===== src/rtl/namuru_pkg.sv =====
// namuru_pkg: shared constants and state encoding for the correlator accumulation reader
package namuru_pkg;
    localparam logic [31:0] OFF_STATUS   = 32'h380;
    localparam logic [31:0] OFF_NEW_DATA = 32'h384;
    localparam logic [31:0] OFF_I_E      = 32'h10;
    localparam logic [31:0] OFF_Q_E      = 32'h14;
    localparam logic [31:0] OFF_I_P      = 32'h18;
    localparam logic [31:0] OFF_Q_P      = 32'h1C;
    localparam logic [31:0] OFF_I_L      = 32'h20;
    localparam logic [31:0] OFF_Q_L      = 32'h24;
    localparam logic [31:0] OFF_CARR     = 32'h28;
    localparam logic [31:0] OFF_CODE     = 32'h2C;
    localparam logic [31:0] OFF_EPOCH    = 32'h30;
    localparam logic [7:0]  HDR_MAGIC    = 8'hA5;
    localparam logic [31:0] PAD_WORD     = 32'hFFFF_FFFF;
    localparam int          MEAS_WORDS   = 9;
    localparam int          FRAME_WORDS  = MEAS_WORDS + 1;
    localparam int          FIFO_W       = 33;

    typedef enum logic [2:0] {IDLE, RD_STAT, RD_NEW, RD_MEAS, PAD, DONE} state_e;

    // Word index 1 is I_E; the measurement block is contiguous up to EPOCH.
    function automatic logic [31:0] meas_off(input logic [3:0] widx);
        return OFF_I_E + {26'd0, widx - 4'd1, 2'b00};
    endfunction
endpackage


===== src/rtl/namuru_fifo.sv =====
// namuru_fifo: synchronous FIFO of {last, data} words with asynchronous reset
// Ports: clk/rst; push_i writes push_data_i; pop_i consumes head_o;
//        count_o occupancy, empty_o/full_o flags.
module namuru_fifo
    import namuru_pkg::*;
#(
    parameter int DEPTH = 16
) (
    input  logic                     clk,
    input  logic                     rst,
    input  logic                     push_i,
    input  logic [FIFO_W-1:0]        push_data_i,
    input  logic                     pop_i,
    output logic [FIFO_W-1:0]        head_o,
    output logic [$clog2(DEPTH):0]   count_o,
    output logic                     empty_o,
    output logic                     full_o
);
    localparam int AW = $clog2(DEPTH);
    logic [FIFO_W-1:0] mem_q [DEPTH];
    logic [AW-1:0]     wr_q, rd_q;
    logic [AW:0]       count_q;
    logic              pop;

    assign pop     = pop_i & ~empty_o;
    assign head_o  = mem_q[rd_q];
    assign count_o = count_q;
    assign empty_o = count_q == '0;
    assign full_o  = count_q == (AW+1)'(DEPTH);

    always_ff @(posedge clk)
        if (push_i) mem_q[wr_q] <= push_data_i;

    always_ff @(posedge clk or posedge rst)
        if (rst) begin
            wr_q    <= '0;
            rd_q    <= '0;
            count_q <= '0;
        end else begin
            if (push_i) wr_q <= wr_q + 1'b1;
            if (pop) rd_q <= rd_q + 1'b1;
            count_q <= count_q + {{AW{1'b0}}, push_i} - {{AW{1'b0}}, pop};
        end
endmodule


===== src/rtl/namuru_accum_reader.sv =====
// namuru_accum_reader: Wishbone initiator draining correlator channel 0 into a framed stream
// Ports: correlator_clk/correlator_rst; enable gates new frames; accum_int starts a frame;
//        m_wb_* read-only Wishbone master; out_* stream from the FIFO head;
//        frame_count completed frames, timeout_err sticky ack timeout, busy = not idle.
module namuru_accum_reader
    import namuru_pkg::*;
#(
    parameter logic [31:0] BASE_ADR   = 32'h0000_0000,
    parameter int          FIFO_DEPTH = 16,
    parameter int          TIMEOUT    = 64
) (
    input  logic        correlator_clk,
    input  logic        correlator_rst,
    input  logic        enable,
    input  logic        accum_int,
    output logic [31:0] m_wb_adr_o,
    input  logic [31:0] m_wb_dat_i,
    output logic [3:0]  m_wb_sel_o,
    output logic        m_wb_cyc_o,
    output logic        m_wb_stb_o,
    output logic        m_wb_we_o,
    input  logic        m_wb_ack_i,
    output logic [31:0] out_data,
    output logic        out_valid,
    input  logic        out_ready,
    output logic        out_last,
    output logic [15:0] frame_count,
    output logic        timeout_err,
    output logic        busy
);
    localparam int CW = $clog2(TIMEOUT + 1);
    localparam int FW = $clog2(FIFO_DEPTH) + 1;

    state_e              state_q, state_d;
    logic                cyc_q;
    logic [31:0]         adr_q;
    logic [CW-1:0]       tmr_q;
    logic [1:0]          status_q;
    logic [3:0]          widx_q;
    logic [15:0]         frame_count_q;
    logic                timeout_err_q;
    logic                ack, tmo, start_rd, push, push_last, pop;
    logic [31:0]         push_data, rd_adr;
    logic [FIFO_W-1:0]   head;
    logic [FW-1:0]       fifo_count;
    logic                fifo_empty, fifo_full;

    assign ack = cyc_q & m_wb_ack_i;
    // Ack in the last allowed cycle wins over the timeout.
    assign tmo = cyc_q & ~m_wb_ack_i & (tmr_q == CW'(TIMEOUT - 1));
    assign pop = ~fifo_empty & out_ready;

    // widx_q counts words pushed in the current frame (header is word 0).
    always_ff @(posedge correlator_clk or posedge correlator_rst)
        if (correlator_rst) begin
            state_q       <= IDLE;
            cyc_q         <= 1'b0;
            adr_q         <= '0;
            tmr_q         <= '0;
            status_q      <= '0;
            widx_q        <= '0;
            frame_count_q <= '0;
            timeout_err_q <= 1'b0;
        end else begin
            state_q <= state_d;
            if (start_rd) begin
                cyc_q <= 1'b1;
                adr_q <= rd_adr;
                tmr_q <= '0;
            end else if (ack | tmo) cyc_q <= 1'b0;
            else if (cyc_q) tmr_q <= tmr_q + 1'b1;
            if (state_q == RD_STAT && ack) status_q <= m_wb_dat_i[1:0];
            if (state_q == IDLE) widx_q <= '0;
            else if (push) widx_q <= widx_q + 1'b1;
            if (tmo) timeout_err_q <= 1'b1;
            if (state_q == DONE) frame_count_q <= frame_count_q + 1'b1;
        end

    always_comb begin
        state_d = state_q;
        case (state_q)
            IDLE:    if (enable && accum_int && fifo_count <= FW'(FIFO_DEPTH - FRAME_WORDS)) state_d = RD_STAT;
            RD_STAT: state_d = tmo ? PAD : ack ? RD_NEW : RD_STAT;
            RD_NEW:  state_d = tmo ? PAD : ack ? (m_wb_dat_i[0] ? RD_MEAS : DONE) : RD_NEW;
            RD_MEAS: state_d = tmo ? PAD : (ack && widx_q == 4'(MEAS_WORDS)) ? DONE : RD_MEAS;
            PAD:     state_d = widx_q == 4'(MEAS_WORDS) ? DONE : PAD;
            DONE:    state_d = IDLE;
            default: state_d = IDLE;
        endcase
    end

    // A read state with the bus idle always needs its next read; the cycle
    // spent here is the mandatory idle gap after the previous ack.
    always_comb begin
        start_rd  = ~cyc_q & (state_q == RD_STAT || state_q == RD_NEW || state_q == RD_MEAS);
        rd_adr    = BASE_ADR + (state_q == RD_STAT ? OFF_STATUS :
                                state_q == RD_NEW  ? OFF_NEW_DATA : meas_off(widx_q));
        push      = state_q == PAD || (ack && (state_q == RD_NEW || state_q == RD_MEAS));
        push_data = state_q == PAD    ? PAD_WORD :
                    state_q == RD_NEW ? {HDR_MAGIC, frame_count_q[7:0], 13'd0, m_wb_dat_i[0], status_q} :
                                        m_wb_dat_i;
        push_last = state_q == RD_NEW ? ~m_wb_dat_i[0] : widx_q == 4'(MEAS_WORDS);
    end

    namuru_fifo #(.DEPTH(FIFO_DEPTH)) u_fifo (
        .clk         (correlator_clk),
        .rst         (correlator_rst),
        .push_i      (push & (~fifo_full | pop)),
        .push_data_i ({push_last, push_data}),
        .pop_i       (pop),
        .head_o      (head),
        .count_o     (fifo_count),
        .empty_o     (fifo_empty),
        .full_o      (fifo_full)
    );

    assign m_wb_adr_o  = adr_q;
    assign m_wb_sel_o  = 4'hF;
    assign m_wb_cyc_o  = cyc_q;
    assign m_wb_stb_o  = cyc_q;
    assign m_wb_we_o   = 1'b0;
    assign out_data    = head[31:0];
    assign out_last    = head[32];
    assign out_valid   = ~fifo_empty;
    assign frame_count = frame_count_q;
    assign timeout_err = timeout_err_q;
    assign busy        = state_q != IDLE;
endmodule


===== config.mk =====
export PLATFORM = sky130hd
export DESIGN_NAME = namuru_accum_reader
export DESIGN_NICKNAME = d
export VERILOG_FILES = /design/src/rtl/namuru_pkg.sv /design/src/rtl/namuru_fifo.sv /design/src/rtl/namuru_accum_reader.sv
export SDC_FILE = /design/constraint.sdc
export NUM_CORES = 1
export LEC_CHECK = 0
export ABC_CLOCK_PERIOD_IN_PS = 3100
export CORE_MARGIN = 2
export CORE_UTILIZATION = 54
export DETAILED_ROUTE_END_ITERATION = 16
export GPL_ROUTABILITY_DRIVEN = 1
export PLACE_DENSITY_LB_ADDON = 0.15
export RECOVER_POWER = 100
export SLEW_MARGIN = 20
export SYNTH_ARGS = -nofsm -noshare
export SYNTH_HDL_FRONTEND = slang
export SYNTH_HIERARCHICAL = 1
export SYNTH_SLANG_ARGS = --single-unit

===== constraint.sdc =====
create_clock -name correlator_clk -period 3.1 [get_ports correlator_clk]
set_input_delay 0.31 -clock correlator_clk [delete_from_list [all_inputs] [get_ports correlator_clk]]
set_output_delay 0.31 -clock correlator_clk [all_outputs]
set_load 0.05 [all_outputs]

Word level (Yosys, flattened, before mapping)
Memories as Yosys holds them, arrays and structs flattened.
Cells that the tools add are included.

operators by class
  multiplexer cells = 24
  reduce and logical (&&, ||, !) cells = 16
  add/subtract/negate cells = 9
  bitwise operators = 14
  equal/unequal tests = 10
  magnitude comparators = 1

operator list
  cell                   number
  $mux 32                2
  $mux 3                 7
  $mux 7                 3
  $mux 10                2
  $add 16x1->16 const B  1
  $pmux 3 s5             1
  $add 4x1->4 const B    3
  $mux 4                 2
  $add 5x6->7 const A    1
  $add 7x1->7 const B    1
  $and 1x1->1            7
  $eq 7x6->1 const B     1
  $eq 3x2->1 const B     2
  $eq 3x3->1 const B     2
  $mux 1                 6
  $reduce_bool 2->1      3
  $add 5x1->5            1
  $eq 5x5->1 const B     1
  $le 5x3->1 const B     1
  $logic_and 1x1->1      5
  $logic_not 5->1        1
  $not 1->1              5
  $sub 5x1->5            1
  $eq 4x4->1 const B     1
  other kinds (10)       14

word-level totals
  input port bits = 38
  RAM bits = 528
  bits in registers = 79
  memories kept = 1
  output and inout bits = 91
  word-level logic and storage cells = 86

memory list
  name          words  width  read ports  clocked after memory_dff  write ports  line               source
  u_fifo.mem_q  16     33     1           0                         1            namuru_fifo.sv:20  logic [FIFO_W-1:0] mem_q [DEPTH];

Longest topological paths before layout
  word-level depth = 7
  depth in mapped cells = 15
  mapped depth without buffers = 14

By module
Netlist, hierarchy kept.

by module, submodules not included
  module               area an instance (um^2)  instances  seq. area each (um^2)  cells an instance
  namuru_fifo          21,413.0                 1          16,180.5               1,034
  namuru_accum_reader  2,623.8                  1          1,001.0                317

Worst setup path before layout
OpenSTA, ideal clock, no wires.

  path type = register to register
  from = register cyc_q, in the netlist m_wb_cyc_o
  to = memory u_fifo.mem_q[0][0] (enable)
  data required time = 2.707 ns
  buffers on the path = 2
  clock period less this slack = 3.098 ns
  arrival time = 2.705 ns
  path slack = 0.002 ns
  stages on the path, launching flop included = 8
  cell sequence = dfrtp_1 > buf_4 > nand4b_1 > nand2_1 > o21a_1 > clkbuf_1 > nor3b_1 > and2_1

between the ends
  cells in the longest elaborated chain, start to end = 6

RTL lines
  what                          line                        source
  from (decl)                   namuru_accum_reader.sv:35   logic cyc_q;
  from (signal assigned)        namuru_accum_reader.sv:57   cyc_q <= 1'b0;
  from (signal assigned)        namuru_accum_reader.sv:67   cyc_q <= 1'b1;
  from (signal assigned)        namuru_accum_reader.sv:70   end else if (ack | tmo) cyc_q <= 1'b0;
  $and 1x1->1                   namuru_accum_reader.sv:48   assign ack = cyc_q & m_wb_ack_i;
  $logic_and 1x1->1             namuru_accum_reader.sv:98   push = state_q == PAD || (ack && (state_q == RD_NEW || state_q == RD_MEAS));
  $logic_or 1x1->1              namuru_accum_reader.sv:98
  $and 1x1->1                   namuru_accum_reader.sv:108  .push_i (push & (~fifo_full | pop)),
  $mux 1                        namuru_fifo.sv:32           if (push_i) mem_q[wr_q] <= push_data_i;
  $mux 1 (not written as such)  namuru_fifo.sv:32
  to (decl)                     namuru_fifo.sv:20

No other way between the ends.

Worst setup path in the final report
  from = register u_fifo.rd_q[0]
  to = output out_data[1]

between the ends
  cells in the longest elaborated chain, start to end = 1

RTL lines
  what                    line                       source
  from (decl)             namuru_fifo.sv:21          logic [AW-1:0] wr_q, rd_q;
  from (signal assigned)  namuru_fifo.sv:41          if (pop) rd_q <= rd_q + 1'b1;
  $mem_v2 16x33           -
  to (decl)               namuru_accum_reader.sv:23  output logic [31:0] out_data,

No other way between the ends.

==> reports/qor_table.md <==
| Stage | Result | Value |
|:---|:---|:---|
| outcome | Run status | finished with violations |
| outcome | Failing checks | capacitance limit, slew limit |
| synthesis | EDFF count, synth | 528 |
| detailed routing | Detail-routed via count per cell | 5.91 |
| worst setup path | Endpoint kind of the worst setup timing path | output port |
| worst setup path | Worst EP required | 2790 ps |
| power and ir drop | Switching share of total power | 37.0% |
| sta | Setup violators final | 0 |
| floorplan | Die Area | 0.0462 sq mm |
| layout | Number of diodes | 0 |
| cts | Number of sinks driven by the clock tree | 581 |
| cts | Clock slew at reported path FFs | 60 ps |
| sta | Count of pins over their slew limit | 41 |
| global routing | Total congestion overflow | 0 |
| cts | TritonCTS Buffers | 58 |
| sta | Final critical delay including setup and external delays | 3010 ps |
| job | # Max-Cap Violations | 1 |
| synthesis | Share of synthesized area occupied by flip-flops and latches | 71.5% |
| hold path | Worst min-delay path category | in2async |
| sta | Maximum achievable frequency | 0.333 GHz |
| cts | Clock tree from TritonCTS | yes |
| detailed routing | Initial drt markers | 842 |
| synthesis | Netlist area before placement | 0.0240 sq mm |
| sta | Fraction of the cycle the final worst path needs | 97.0% |
| detailed routing | Total wire length | 51,800 um |
| floorplan | DIE WIDTH | 215 um |
| synthesis | Most used DFF post-synth | edfxtp_1 |
| cts | Clock latency of the later-clocked register in the worst-skew pair | 600 ps |
| sta | Final count of hold timing violations | 0 |
| power and ir drop | Part of the power in combinational logic | 38.8% |
| power and ir drop | NetSw | 9.90 mW |
| floorplan | Number of placement rows | 77 |
| synthesis | Post-synthesis cell count | 1,351 |
| synthesis | Warnings, synthesis | 6 |
| sta | Sum of negative setup slack | 0 ps |
| floorplan | Effective utilization at floorplan | 54.5% |
| floorplan | DIE HEIGHT | 215 um |
| detailed routing | Post-detailed-route count of antenna-violating nets | 0 |
| worst setup path | Source of the worst register-to-register timing path | state_q[2] |
| power and ir drop | P_leak | 9.81 nW |
| place | Final Wtd Congestion | 0.762 |
| global routing | Total global-route track usage | 22.7% |
| place | Post-detailed-placement half-perimeter wirelength | 30,600 um |
| detailed routing | DRC errors left | 0 |
| power and ir drop | Clock network fraction of design power | 24.0% |
| place | Number of buffers inserted by port buffering | 99 |
| synthesis | Synth unique cells | 59 |
| cts | Root Buffer | clkbuf_16 |
| global routing | Maximum number of pins on one net before global-route repair | 55 |
| detailed routing | Wire length per cell | 24.3 um |
| sta | Worst-margin pin slew | 2180 ps |
| power and ir drop | Relative contribution of sequential cells to total power | 37.2% |
| synthesis | Average instance area after synthesis | 17.8 sq um |
| detailed routing | Via total after detailed routing | 12,600 |
| cts | CTS Hold Buffers Added | 0 |
| global routing | Via count of the first global-routing pass | 13,000 |
| synthesis | Number of synthesized register bits | 581 |
| detailed routing | DR pass1 iterations | 5 |
| sta | Normalized max-slew margin | -45.0% |
| worst setup path | Maximum fanout along the worst path | 45 |
| layout | Post-route standard cell area excluding fillers | 0.0275 sq mm |
| power and ir drop | Maximum VDD drop | 0.000788 V |
| synthesis | Async S/R FF share, synth | 9.12% |
| floorplan | I/O Pins | 129 |
| sta | Final clock skew | 16.7 ps |
| layout | Post-layout nets | 1,550 |
| sta | Setup repair after global routing missed its margin | true |
| floorplan | Area of the placeable core | 0.0441 sq mm |
| global routing | Number of antenna violations at the first check in global routing | 0 |
| place | Post-DP Area | 0.0259 sq mm |
| cts | CTS HTree Levels | 2 |
| layout | Area delta synth->final | 14.2% |
| power and ir drop | Internal | 16.8 mW |
| global routing | Wire length of the first global-routing pass | 79,200 um |
| worst setup path | Worst setup startpoint | u_fifo/rd_q[0] |
| worst setup path | Data arrival time at the worst-slack endpoint | 2700 ps |
| layout | Fraction of layout instances using a drive strength above 1 | 20.7% |
| worst setup path | Worst setup path category | reg2out |
| cts | CTS Buffer Depth | 3 |
| worst setup path | Launching element type of the critical path | register |
| power and ir drop | Ratio of total power to cell area | 974 mW/mm^2 |
flip-flops by register name, summed over array words and instances, names as in the netlist, 4 cells and up:
signal	cells
frame_count	16
m_wb_adr_o	6
tmr_q	7
u_fifo/count_o	5
u_fifo/mem_q	528
u_fifo/rd_q	4
u_fifo/wr_q	4
widx_q	4
cells in the final DEF, fill, tap and decap left out, types with 11 or more instances in the layout:
| master | Yosys | routed |
|---|---|---|
| edfxtp_1 | 528 | 528 |
| mux2i_1 | 134 | 134 |
| nand2_1 | 109 | 109 |
| mux4_2 | 66 | 66 |
| clkbuf_16 | 0 | 60 |
| a221oi_2 | 62 | 60 |
| dfrtp_1 | 53 | 49 |
| buf_4 | 49 | 44 |
| clkdlybuf4s50_1 | 0 | 36 |
| a22oi_1 | 33 | 33 |
| dlygate4sd3_1 | 0 | 30 |
| conb_1 | 2 | 29 |
| o21ai_1 | 30 | 29 |
| nor2_1 | 23 | 23 |
| clkbuf_1 | 23 | 22 |
| nand3_1 | 21 | 21 |
| xnor2_1 | 20 | 20 |
| inv_1 | 21 | 20 |
| ha_1 | 17 | 17 |
| o21ai_0 | 14 | 15 |
| and2_2 | 0 | 14 |
| clkinv_2 | 0 | 13 |
| buf_12 | 0 | 13 |
| clkbuf_2 | 0 | 12 |
| xor2_1 | 11 | 11 |
critical path, stage by stage (launching register included):
cell and delay [ps]:
dfrtp_4 600, buf_12 330, mux4_2 550, a22oi_1 190, nand2_1 160, buf_4 230
final timing paths:
path                            slack (ps)                  end  cells after the start
max in group asynchronous              880      frame_count[11]                      3
worst max-delay path                    90          out_data[1]                      5
min in group correlator_clk            350           state_q[0]                      3
worst min register to register         460          timeout_err                      1
worst max register to register         150  u_fifo/mem_q[2][14]                      7
worst min-delay path                   250       u_fifo/rd_q[2]                      2
metal layers:
metal	up-vias	routed length, um	global-route usage, %
li1	5595	-	-
met1	6600	23100	33.0
met2	344	25300	36.8
met3	53	2690	3.44
met4	0	754	5.24
met5	-	0	0
cells by family (layout without fill, tap and decap cells):
family / after synthesis / after routing / synth area share (%)
flip-flops: 581 / 581 / 71.5
multiplexers: 203 / 203 / 11.9
other: 2 / 29 / 0.0312
AO/OA/AOI/OAI: 171 / 171 / 6.78
buffers and inverters: 124 / 283 / 3.20
adder cells (fa/ha/maj): 18 / 18 / 0.968
XOR/XNOR: 31 / 31 / 1.13
AND/OR/NAND/NOR: 221 / 222 / 4.50
stage by stage:
| step | util [%] | instances | power [mW] | hold slack [ps] | setup slack [ps] |
|---|---|---|---|---|---|
| 4_1_cts | 62.6 | 2129 | 27.0 | 116 | 32.3 |
| 6_report | 62.2 | 2130 | 26.7 | 251 | 93.8 |
| 5_1_grt | 62.2 | 2130 | 27.9 | 288 | -24.5 |
| 3_5_place_dp | 58.6 | 2024 | 20.6 | 452 | 144 |
| 2_1_floorplan | - | 1378 | 17.6 | 187 | 1.85 |
| 3_3_place_gp | 58.6 | 2024 | 20.4 | 451 | 289 |
area by class of cell:
type / count / area [sq um]
well taps: 592 / 741
repair buffers: 158 / 1520
clock buffers: 78 / 1580
inverters: 21 / 78.8
clock inverters: 26 / 156
multi-input cells: 674 / 6190
fillers: 3282 / 16700
flip-flops and latches: 581 / 17200
synthesized netlist by cell type, types with 2 or more instances:
cell type,count,area share [%]
a22o_1,2,0.073
nand2_1,109,1.7
nand4_1,9,0.23
nor3_1,5,0.10
or3_1,2,0.052
nor2b_1,4,0.10
a21oi_1,9,0.19
mux2i_1,134,5.6
o21ai_1,30,0.62
nor2_1,23,0.36
buf_2,12,0.25
and4_1,2,0.073
inv_1,21,0.33
ha_1,17,0.88
nand3_1,21,0.44
dfrtp_1,53,5.5
mux2_2,2,0.094
buf_4,49,1.5
edfxtp_1,528,66
and2_1,17,0.44
xnor2_1,20,0.73
conb_1,2,0.031
a221oi_2,62,3.9
buf_6,12,0.56
clkbuf_4,4,0.12
nand3b_1,8,0.25
xor2_1,11,0.40
nor4_1,3,0.078
clkbuf_1,23,0.36
o21a_1,4,0.12
buf_1,3,0.047
nand4b_1,2,0.073
o21bai_1,3,0.094
mux4_2,66,6.2
o211ai_1,3,0.094
and3_1,4,0.10
a221oi_1,5,0.18
a22oi_1,33,1.0
o21ai_0,14,0.29
repair_timing:
item,4_1_cts,5_1_grt
pin swaps,1,0
endpoints found under the hold margin,0,0
setup buffers,0,0
resized for setup,0,4
endpoints found under the setup margin,10,6
gates cloned,1,1
power groups by stage:
stage | Sequential (mW) | Clock, mW | Combinational [mW]
finish | 9.95 | 6.42 | 10.4
global route | 9.99 | 6.85 | 11.1
CTS | 9.93 | 6.54 | 10.5
detailed placement | 10.1 | 0 | 10.5
global placement | 10.1 | 0 | 10.4
floorplan | 10.1 | 0 | 7.50
No activity file was read; power rests on OpenSTA's default activity.
